--- config.mk ---
export PLATFORM = sky130hd
export DESIGN_NAME = iir_mac_sequencer_flat
export DESIGN_NICKNAME = d
export VERILOG_FILES = /design/src/rtl/iir_mac_sequencer_if.sv /design/src/rtl/iir_mac_sequencer.sv /design/src/flat_wrapper.sv
export SDC_FILE = /design/constraint.sdc
export NUM_CORES = 1
export LEC_CHECK = 0
export BUFFER_PORTS_ARGS = -buffer_cell sky130_fd_sc_hd__buf_4
export CAP_MARGIN = 20
export CORE_AREA = 2 2 182 184
export CTS_BUF_LIST = sky130_fd_sc_hd__clkbuf_4
export DETAILED_ROUTE_END_ITERATION = 7
export DIE_AREA = 0 0 184 186
export SLEW_MARGIN = 10
export SYNTH_ARGS = -nofsm -noshare
export SYNTH_HDL_FRONTEND = slang
export SYNTH_SLANG_ARGS = --single-unit
--- constraint.sdc ---
create_clock -name aclk -period 2.8 [get_ports aclk]
set_input_delay 0.56 -clock aclk [delete_from_list [all_inputs] [get_ports aclk]]
set_output_delay 0.56 -clock aclk [all_outputs]
set_load 0.05 [all_outputs]
--- src/rtl/iir_mac_sequencer_if.sv ---
// Stream-in, stream-out and MAC request/result signals of the IIR MAC sequencer.
// master = sequencer side, slave = environment (source, sink and MAC unit).
interface iir_mac_sequencer_if #(
   parameter int WIDTH        = 32,
   parameter int FILTER_ORDER = 2
);
   localparam int TAPW = $clog2(2*FILTER_ORDER+1);

   logic [WIDTH-1:0]   s00_axis_input_tdata;
   logic               s00_axis_input_tvalid;
   logic               s00_axis_input_tlast;
   logic               s00_axis_input_tready;

   logic [WIDTH-1:0]   m00_axis_output_tdata;
   logic               m00_axis_output_tvalid;
   logic               m00_axis_output_tlast;
   logic [WIDTH/8-1:0] m00_axis_output_tstrb;
   logic               m00_axis_output_tready;

   logic               mac_valid;
   logic [TAPW-1:0]    mac_tap;
   logic [WIDTH-1:0]   mac_operand;
   logic               mac_sub;
   logic               mac_first;
   logic               mac_last;
   logic [WIDTH-1:0]   mac_result;
   logic               mac_result_valid;

   modport master (
      input  s00_axis_input_tdata, s00_axis_input_tvalid, s00_axis_input_tlast,
      output s00_axis_input_tready,
      output m00_axis_output_tdata, m00_axis_output_tvalid, m00_axis_output_tlast,
      output m00_axis_output_tstrb,
      input  m00_axis_output_tready,
      output mac_valid, mac_tap, mac_operand, mac_sub, mac_first, mac_last,
      input  mac_result, mac_result_valid
   );

   modport slave (
      output s00_axis_input_tdata, s00_axis_input_tvalid, s00_axis_input_tlast,
      input  s00_axis_input_tready,
      input  m00_axis_output_tdata, m00_axis_output_tvalid, m00_axis_output_tlast,
      input  m00_axis_output_tstrb,
      output m00_axis_output_tready,
      input  mac_valid, mac_tap, mac_operand, mac_sub, mac_first, mac_last,
      output mac_result, mac_result_valid
   );
endinterface

--- src/rtl/iir_mac_sequencer.sv ---
// Direct-form-I IIR sequencer: one sample in flight, 2*FILTER_ORDER+1 MAC requests starting 1 cycle after accept,
// result held on m00 until tready (s00 stalled meanwhile). IIR_FLUSH_ON_TLAST_EN: zero histories after a tlast output.
module iir_mac_sequencer #(
   parameter int WIDTH           = 32,
   parameter int FILTER_ORDER    = 2,
   parameter int INTEGER_LENGTH  = 11,
   parameter int FRACTION_LENGTH = 20
) (
   input  logic                aclk,
   input  logic                aresetn,
   input  logic                hist_clr,
   iir_mac_sequencer_if.master bus
);
   localparam int TAPS = 2*FILTER_ORDER+1;
   localparam int TAPW = $clog2(TAPS);

   if (1 + INTEGER_LENGTH + FRACTION_LENGTH != WIDTH) begin : g_fmt_chk
      $error("sample format does not add up to WIDTH");
   end

   typedef enum logic [1:0] {IDLE, ISSUE, WAIT_RES, OUT} state_e;

   state_e           state_q, state_d;
   logic [TAPW-1:0]  tap_q, tap_d;
   logic [WIDTH-1:0] x_cur_q, x_cur_d;
   logic             tlast_q, tlast_d;
   logic [WIDTH-1:0] out_dat_q, out_dat_d;
   logic             clr_pend_q, clr_pend_d;
   logic [WIDTH-1:0] x_hist_q [FILTER_ORDER];
   logic [WIDTH-1:0] x_hist_d [FILTER_ORDER];
   logic [WIDTH-1:0] y_hist_q [FILTER_ORDER];
   logic [WIDTH-1:0] y_hist_d [FILTER_ORDER];

   logic s_acc, out_fire, last_tap, flush_tlast;

   assign s_acc    = (state_q == IDLE) && bus.s00_axis_input_tvalid;
   assign out_fire = (state_q == OUT) && bus.m00_axis_output_tready;
   assign last_tap = (tap_q == TAPW'(TAPS-1));
`ifdef IIR_FLUSH_ON_TLAST_EN
   assign flush_tlast = tlast_q;
`else
   assign flush_tlast = 1'b0;
`endif

   always_ff @(posedge aclk or negedge aresetn) begin
      if (!aresetn) begin
         state_q    <= IDLE;
         tap_q      <= '0;
         x_cur_q    <= '0;
         tlast_q    <= 1'b0;
         out_dat_q  <= '0;
         clr_pend_q <= 1'b0;
         for (int i = 0; i < FILTER_ORDER; i++) begin
            x_hist_q[i] <= '0;
            y_hist_q[i] <= '0;
         end
      end else begin
         state_q    <= state_d;
         tap_q      <= tap_d;
         x_cur_q    <= x_cur_d;
         tlast_q    <= tlast_d;
         out_dat_q  <= out_dat_d;
         clr_pend_q <= clr_pend_d;
         x_hist_q   <= x_hist_d;
         y_hist_q   <= y_hist_d;
      end
   end

   always_comb begin
      state_d = state_q;
      case (state_q)
         IDLE:     if (s_acc)                state_d = ISSUE;
         ISSUE:    if (last_tap)             state_d = WAIT_RES;
         WAIT_RES: if (bus.mac_result_valid) state_d = OUT;
         OUT:      if (out_fire)             state_d = IDLE;
         default:                            state_d = IDLE;
      endcase
   end

   always_comb begin
      tap_d      = tap_q;
      x_cur_d    = x_cur_q;
      tlast_d    = tlast_q;
      out_dat_d  = out_dat_q;
      clr_pend_d = clr_pend_q;
      x_hist_d   = x_hist_q;
      y_hist_d   = y_hist_q;

      // In IDLE the clear lands before any accepted sample reads history; otherwise it waits for OUT to exit.
      if (hist_clr && state_q == IDLE) begin
         for (int i = 0; i < FILTER_ORDER; i++) begin
            x_hist_d[i] = '0;
            y_hist_d[i] = '0;
         end
      end else if (hist_clr) begin
         clr_pend_d = 1'b1;
      end

      if (s_acc) begin
         x_cur_d = bus.s00_axis_input_tdata;
         tlast_d = bus.s00_axis_input_tlast;
         tap_d   = '0;
      end

      if (state_q == ISSUE && !last_tap) tap_d = tap_q + TAPW'(1);

      if (state_q == WAIT_RES && bus.mac_result_valid) begin
         out_dat_d = bus.mac_result;
         for (int i = FILTER_ORDER-1; i > 0; i--) begin
            x_hist_d[i] = x_hist_q[i-1];
            y_hist_d[i] = y_hist_q[i-1];
         end
         x_hist_d[0] = x_cur_q;
         y_hist_d[0] = bus.mac_result;
      end

      if (out_fire) begin
         clr_pend_d = 1'b0;
         if (clr_pend_q || hist_clr || flush_tlast) begin
            for (int i = 0; i < FILTER_ORDER; i++) begin
               x_hist_d[i] = '0;
               y_hist_d[i] = '0;
            end
         end
      end
   end

   always_comb begin
      bus.s00_axis_input_tready  = (state_q == IDLE);
      bus.m00_axis_output_tvalid = (state_q == OUT);
      bus.m00_axis_output_tlast  = (state_q == OUT) && tlast_q;
      bus.m00_axis_output_tstrb  = (state_q == OUT) ? '1 : '0;
      bus.m00_axis_output_tdata  = out_dat_q;
      bus.mac_valid   = 1'b0;
      bus.mac_tap     = '0;
      bus.mac_operand = '0;
      bus.mac_sub     = 1'b0;
      bus.mac_first   = 1'b0;
      bus.mac_last    = 1'b0;
      if (state_q == ISSUE) begin
         bus.mac_valid   = 1'b1;
         bus.mac_tap     = tap_q;
         bus.mac_first   = (tap_q == '0);
         bus.mac_last    = last_tap;
         bus.mac_operand = x_cur_q;
         for (int i = 0; i < FILTER_ORDER; i++) begin
            if (tap_q == TAPW'(i+1)) bus.mac_operand = x_hist_q[i];
            if (tap_q == TAPW'(i+FILTER_ORDER+1)) begin
               bus.mac_operand = y_hist_q[i];
               bus.mac_sub     = 1'b1;
            end
         end
      end
   end
endmodule

--- src/flat_wrapper.sv ---
// flat-port wrapper written by rule: the top's interface ports become plain ports
module iir_mac_sequencer_flat 
#(
   parameter int WIDTH           = 32,
   parameter int FILTER_ORDER    = 2,
   parameter int INTEGER_LENGTH  = 11,
   parameter int FRACTION_LENGTH = 20
)
  (aclk, aresetn, hist_clr, bus_s00_axis_input_tdata, bus_s00_axis_input_tvalid, bus_s00_axis_input_tlast, bus_s00_axis_input_tready, bus_m00_axis_output_tdata, bus_m00_axis_output_tvalid, bus_m00_axis_output_tlast, bus_m00_axis_output_tstrb, bus_m00_axis_output_tready, bus_mac_valid, bus_mac_tap, bus_mac_operand, bus_mac_sub, bus_mac_first, bus_mac_last, bus_mac_result, bus_mac_result_valid);
  iir_mac_sequencer_if #(.WIDTH(WIDTH), .FILTER_ORDER(FILTER_ORDER)) bus_i ();
  input  logic aclk;
  input  logic aresetn;
  input  logic hist_clr;
  input wire logic [$bits(bus_i.s00_axis_input_tdata)-1:0] bus_s00_axis_input_tdata;
  input wire logic [$bits(bus_i.s00_axis_input_tvalid)-1:0] bus_s00_axis_input_tvalid;
  input wire logic [$bits(bus_i.s00_axis_input_tlast)-1:0] bus_s00_axis_input_tlast;
  output wire logic [$bits(bus_i.s00_axis_input_tready)-1:0] bus_s00_axis_input_tready;
  output wire logic [$bits(bus_i.m00_axis_output_tdata)-1:0] bus_m00_axis_output_tdata;
  output wire logic [$bits(bus_i.m00_axis_output_tvalid)-1:0] bus_m00_axis_output_tvalid;
  output wire logic [$bits(bus_i.m00_axis_output_tlast)-1:0] bus_m00_axis_output_tlast;
  output wire logic [$bits(bus_i.m00_axis_output_tstrb)-1:0] bus_m00_axis_output_tstrb;
  input wire logic [$bits(bus_i.m00_axis_output_tready)-1:0] bus_m00_axis_output_tready;
  output wire logic [$bits(bus_i.mac_valid)-1:0] bus_mac_valid;
  output wire logic [$bits(bus_i.mac_tap)-1:0] bus_mac_tap;
  output wire logic [$bits(bus_i.mac_operand)-1:0] bus_mac_operand;
  output wire logic [$bits(bus_i.mac_sub)-1:0] bus_mac_sub;
  output wire logic [$bits(bus_i.mac_first)-1:0] bus_mac_first;
  output wire logic [$bits(bus_i.mac_last)-1:0] bus_mac_last;
  input wire logic [$bits(bus_i.mac_result)-1:0] bus_mac_result;
  input wire logic [$bits(bus_i.mac_result_valid)-1:0] bus_mac_result_valid;
  assign bus_i.s00_axis_input_tdata = bus_s00_axis_input_tdata;
  assign bus_i.s00_axis_input_tvalid = bus_s00_axis_input_tvalid;
  assign bus_i.s00_axis_input_tlast = bus_s00_axis_input_tlast;
  assign bus_s00_axis_input_tready = bus_i.s00_axis_input_tready;
  assign bus_m00_axis_output_tdata = bus_i.m00_axis_output_tdata;
  assign bus_m00_axis_output_tvalid = bus_i.m00_axis_output_tvalid;
  assign bus_m00_axis_output_tlast = bus_i.m00_axis_output_tlast;
  assign bus_m00_axis_output_tstrb = bus_i.m00_axis_output_tstrb;
  assign bus_i.m00_axis_output_tready = bus_m00_axis_output_tready;
  assign bus_mac_valid = bus_i.mac_valid;
  assign bus_mac_tap = bus_i.mac_tap;
  assign bus_mac_operand = bus_i.mac_operand;
  assign bus_mac_sub = bus_i.mac_sub;
  assign bus_mac_first = bus_i.mac_first;
  assign bus_mac_last = bus_i.mac_last;
  assign bus_i.mac_result = bus_mac_result;
  assign bus_i.mac_result_valid = bus_mac_result_valid;
  iir_mac_sequencer #(.WIDTH(WIDTH), .FILTER_ORDER(FILTER_ORDER), .INTEGER_LENGTH(INTEGER_LENGTH), .FRACTION_LENGTH(FRACTION_LENGTH)) u_core (.aclk(aclk), .aresetn(aresetn), .hist_clr(hist_clr), .bus(bus_i));
endmodule
After elaboration in Yosys (flattened, before gate mapping) --
Index checks and enable logic that the tools add are counted.
Storage, ports and cells: word-level logic and storage cells 68, input port bits 71, output and inout bits 78, flip-flop bits (word level) 199
Cells by class: reduce and logical (&&, ||, !) cells 14, add/subtract/negate cells 1, mux-type cells 31, eq/ne operators 12
Operators with widths (count):
- two-way mux 64 bit | 8
- two-way mux 32 bit | 5
- two-way mux 1 bit | 9
- two-way mux 3 bit | 3
- two-way mux 2 bit | 4
- != test 2 x 1 -> 1 bit, second input constant | 4
- one-hot mux 2 bit (4 select lines) | 1
- equality test 3 x 2 -> 1 bit, second input constant | 2
- logical AND 1 bit | 6
- equality test 2 bit, second input constant | 2
- two-way mux 4 bit | 1
- AND reduction 4 bit | 1
- nonzero test 2 bit | 2
- adder 3 x 1 -> 3 bit, second input constant | 1
- equality test 3 x 1 -> 1 bit, second input constant | 1
- equality test 3 bit, second input constant | 1
- zero test 3 bit | 1
- equality test 2 x 1 -> 1 bit, second input constant | 1
- zero test 2 bit | 1
- != test 2 bit, second input constant | 1
- AND reduction 2 bit | 1
- zero test 1 bit | 1
- logical OR 1 bit | 1

Logic depth before layout (Yosys ltp) --
word-level depth 6, depth in mapped cells 8, mapped depth without buffers 5

Worst setup path before layout --
OpenSTA, ideal clock, no wires.
path kind register to output, from register u_core.state_q[1], to output port bus_mac_operand[0], required time 2240 ps, data arrival time 2085 ps, stages on the path, launching flop included 7, setup slack 155 ps, cell sequence dfrtp_1 > inv_1 > ha_1 > a21bo_2 > nor2_2 > buf_4 > a32o_1
Between the ends: longest elaborated chain between the ends 2
RTL lines:
- start: declaration | line iir_mac_sequencer.sv:23 | state_e state_q, state_d;
- start signal: assignment | line iir_mac_sequencer.sv:58 | state_q <= state_d;
- equality test 2 x 1 -> 1 bit | line iir_mac_sequencer.sv:140 | if (state_q == ISSUE) begin
- two-way mux 32 bit | line iir_mac_sequencer.sv:140
- end: declaration | line flat_wrapper.sv:25 | output wire logic [$bits(bus_i.mac_operand)-1:0] bus_mac_operand;
No other way between the ends.

Worst setup path in the final report --
from register u_core.tap_q[1], to output port bus_mac_operand[28]
Between the ends: longest elaborated chain between the ends 6
RTL lines:
- start: declaration | line iir_mac_sequencer.sv:24 | logic [TAPW-1:0] tap_q, tap_d;
- start signal: assignment | line iir_mac_sequencer.sv:59 | tap_q <= tap_d;
- equality test 3 x 1 -> 1 bit | line iir_mac_sequencer.sv:147 | if (tap_q == TAPW'(i+1)) bus.mac_operand = x_hist_q[i];
- two-way mux 32 bit | line iir_mac_sequencer.sv:147
- two-way mux 32 bit | line iir_mac_sequencer.sv:148 | if (tap_q == TAPW'(i+FILTER_ORDER+1)) begin
- two-way mux 32 bit | line iir_mac_sequencer.sv:147
- two-way mux 32 bit * | line iir_mac_sequencer.sv:148
- two-way mux 32 bit * | line iir_mac_sequencer.sv:140
Every way passes the cells marked *; elsewhere a longest branch is shown, timed or not.

==> summary.md <==
| Metric | Value |
|---|---|
| Status | complete, but fails checks |
| Violated checks | negative setup slack |
| Io pins | 149 |
| Grt met1 use | 24.5% |
| Initial core utilization | 28.7% |
| Core area | 32200 µm² |
| Routed WL per cell | 18.8 µm |
| First-pass GRT wire length | 41.6 mm |
| Via density | 5.07 |
| Final Worst Setup Slack | -0.189 ns |
| Layout cell share with drive strength beyond 1 | 31.5% |
| Unrepaired setup endpoints after global routing | true |
| Cell area after layout | 11800 µm² |
| Hold Violations, Final | 0 |
| CTS Buffer Depth | 2 |
| Total negative setup slack | -5.00 ns |
| Crit Path Class | register to output port |
| Final Max Tran Viols | 0 |
| Clock share of power | 11.0% |
| Primary FF master, synth | dfrtp_1 |
| Crit-path max FO | 10 |
| Core Util, Final | 36.7% |
| Tmin final | 2.99 ns |
| YS warnings | 0 |
| Actual slew at the worst max-slew pin | 0.689 ns |
| CTS sink count | 199 |
| FP Rows | 66 |
| Synthesized area per cell | 10.2 µm² |
| CP endpoint kind | output port |
| Max cap viols | 0 |
| DRT Wirelength | 27.4 mm |
| Peak VDD IR | 0.000620 V |
| Async SR Flop Fraction | 100% |
| Die Width | 184 µm |
| Crit share post-route | 107% |
| Die Footprint | 34200 µm² |
| Nets@finish | 1115 |
| Die Ht | 186 µm |
| Crit path buf inv count | 4 |
| Most common cell after layout, fill and taps aside | dfrtp_1 |
| F_max | 335 MHz |
| Net Sw Frac | 47.1% |
| Seq/Total Area, Yosys | 53.8% |
| Skew-Pair Late Insertion Delay | 0.61 ns |
| Final ANT Viol Nets | 0 |
| CP required | 2.24 ns |
| GRT Overall Usage | 15.8% |
| Grt total ovfl | 0 |
| Cts bufs inserted | 17 |
| GR peak layer | met1 |
| Crit path largest cell delay | 0.44 ns |
| Vias in the first global route | 7003 |
| Largest net degree at the start of global routing | 79 |
| Yosys reg bits | 199 |
| GR met2 Demand/Resource | 22.0% |
| Sequential share of power | 35.2% |
| CP Data Arrival Time | 2.43 ns |
| Via count | 7394 |
| Max-slew headroom | 54.1% |
| H-tree Lvls | 4 |
| Initial antenna violation count | 1 |
| M3 GR Usage | 2.25% |
| Critical-path top delay cell | dfrtp_1 |
| Critical-path cell list | buf_6, ha_4, ha_4, buf_12, buf_8, nor2_1, mux2i_1, a32o_2, buf_6 |
| TritonRoute pass-1 iters | 5 |
| Post-Syn Area | 9250 µm² |
| DRC violations left | 0 |
| Unique masters post-synth | 31 |
| Nature of the critical path startpoint | register |
| Most frequent cells in the layout | dfrtp_1 (198), nand2_1 (131), nor2_1 (130) |
| Placer Congestion | 0.812 |
| Placed cell area | 10800 µm² |
| Min-Delay Path Class | primary input to register |
| CTS tree | done |
| Power Dens Cells | 1210 nW/µm² |
| Pleak | 5.62 nW |
| Combinational Power Share | 53.8% |
| Post-Syn Nets | 987 |
| Delay-heaviest family, CP | buffers and inverters |
| FILL cells | 3212 |
| CTS root buf | clkbuf_4 |
| Pint | 7.55 mW |
| DRT iter0 DRCs | 526 |
| Psw | 6.72 mW |
| Skew final | 0.0249 ns |
| Clk pin slew, worst setup/hold paths | 0.16 ns |
| DP HPWL | 17.3 mm |
| WHS | 0.153 ns |
| Setup Viol. Count Final | 32 |
| Total power | 14.3 mW |
| Number of buffers added on ports | 148 |
| Layout area overhead | 27.8% |
| Number of flops mapped to enable cells by yosys | 0 |
| Gate Count Post-Synth | 907 |
## sequential cells by signal, indices dropped and copies added (netlist names)
register / flops
u_core.bus.m00_axis_output_tdata: 32
u_core.clr_pend_q: 1
u_core.state_q: 2
u_core.tap_q: 3
u_core.tlast_q: 1
u_core.x_cur_q: 32
u_core.x_hist_q: 64
u_core.y_hist_q: 64
## power groups by stage
stage,clock network [mW],registers (mW),logic (mW)
after floorplan,0,5.39,4.32
after global placement,0,4.99,6.79
after detailed placement,0,4.95,6.91
after CTS,1.65,4.94,7.43
after global routing,1.74,5.17,8.21
final,1.57,5.02,7.67
## stage by stage
stage / instances / worst slack (ns)
after detailed placement: 1406 / 0.340
final: 1457 / -0.189
after global routing: 1457 / -0.304
after floorplan: 907 / 0.155
after global placement: 1406 / 0.373
after CTS: 1451 / -0.245
## routing by layer
metal | wire length [µm] | up-vias
li1 | - | 3420
met1 | 13800 | 3689
met2 | 11800 | 257
met3 | 1260 | 28
met4 | 595 | 0
met5 | 0 | -
## cells in the mapped netlist, drive strengths merged, types with 2 or more instances
master	instances	area, µm²
nand3	3	15.0
a22oi	97	728
and2	6	37.5
clkbuf	25	93.8
and3	2	12.5
a32o	32	320
o21ai	2	10.0
o21a	2	15.0
dfrtp	199	4980
mux2i	32	320
nand2b	32	200
nand2	132	498
ha	9	113
inv	7	26.3
a22o	32	280
buf	57	347
nor2b	4	25.0
mux2	34	383
a21oi	34	170
nor2	161	607
## cell families (layout without fill, tap and decap cells)
group	after synthesis	in the layout	share of synthesized area, %
other cells	0	1	0
mux	66	66	7.60
simple gates	341	341	15.2
compound gates	203	203	17.1
flops	199	199	53.8
fa+ha+maj	9	9	1.22
buf+inv	89	230	5.05
## final cells by class
type | instances | area [µm²] | area share [%]
inverter | 7 | 26.3 | 0.222
tap | 408 | 510 | 4.32
clock buffer | 17 | 128 | 1.08
clock inverter | 15 | 165 | 1.40
timing repair buffer | 191 | 1950 | 16.5
sequential | 199 | 4980 | 42.1
multi-input combinational | 619 | 4050 | 34.3
antenna | 1 | 2.50 | 0.0212
## final timing paths
| kind | from | depth (start not counted) | endpoint | slack, ns |
|---|---|---|---|---|
| min in group asynchronous | aresetn | 2 | u_core.clr_pend_q$_DFFE_PN0P_ | 0.55 |
| min | bus_m00_axis_output_tready | 2 | u_core.clr_pend_q$_DFFE_PN0P_ | 0.15 |
| max reg2reg | u_core.state_q[0]$_DFFE_PN0P_ | 6 | u_core.y_hist_q[52]$_DFF_PN0_ | 0.75 |
| min reg2reg | u_core.bus.m00_axis_output_tdata[18]$_DFFE_PN0P_ | 2 | u_core.bus.m00_axis_output_tdata[18]$_DFFE_PN0P_ | 0.50 |
| max in group asynchronous | aresetn | 3 | u_core.bus.m00_axis_output_tdata[21]$_DFFE_PN0P_ | 1.49 |
| max | u_core.tap_q[1]$_DFFE_PN0P_ | 9 | bus_mac_operand[28] | -0.19 |
## repair_timing
action | CTS | global route
resized for setup | 95 | 46
hold buffers | 1 | 0
hold endpoints to repair | 72 | 0
cloned | 2 | 4
setup endpoints to repair | 33 | 38
setup buffers | 10 | 2
pin swaps | 13 | 15
Power figures use the tool's default switching activity.
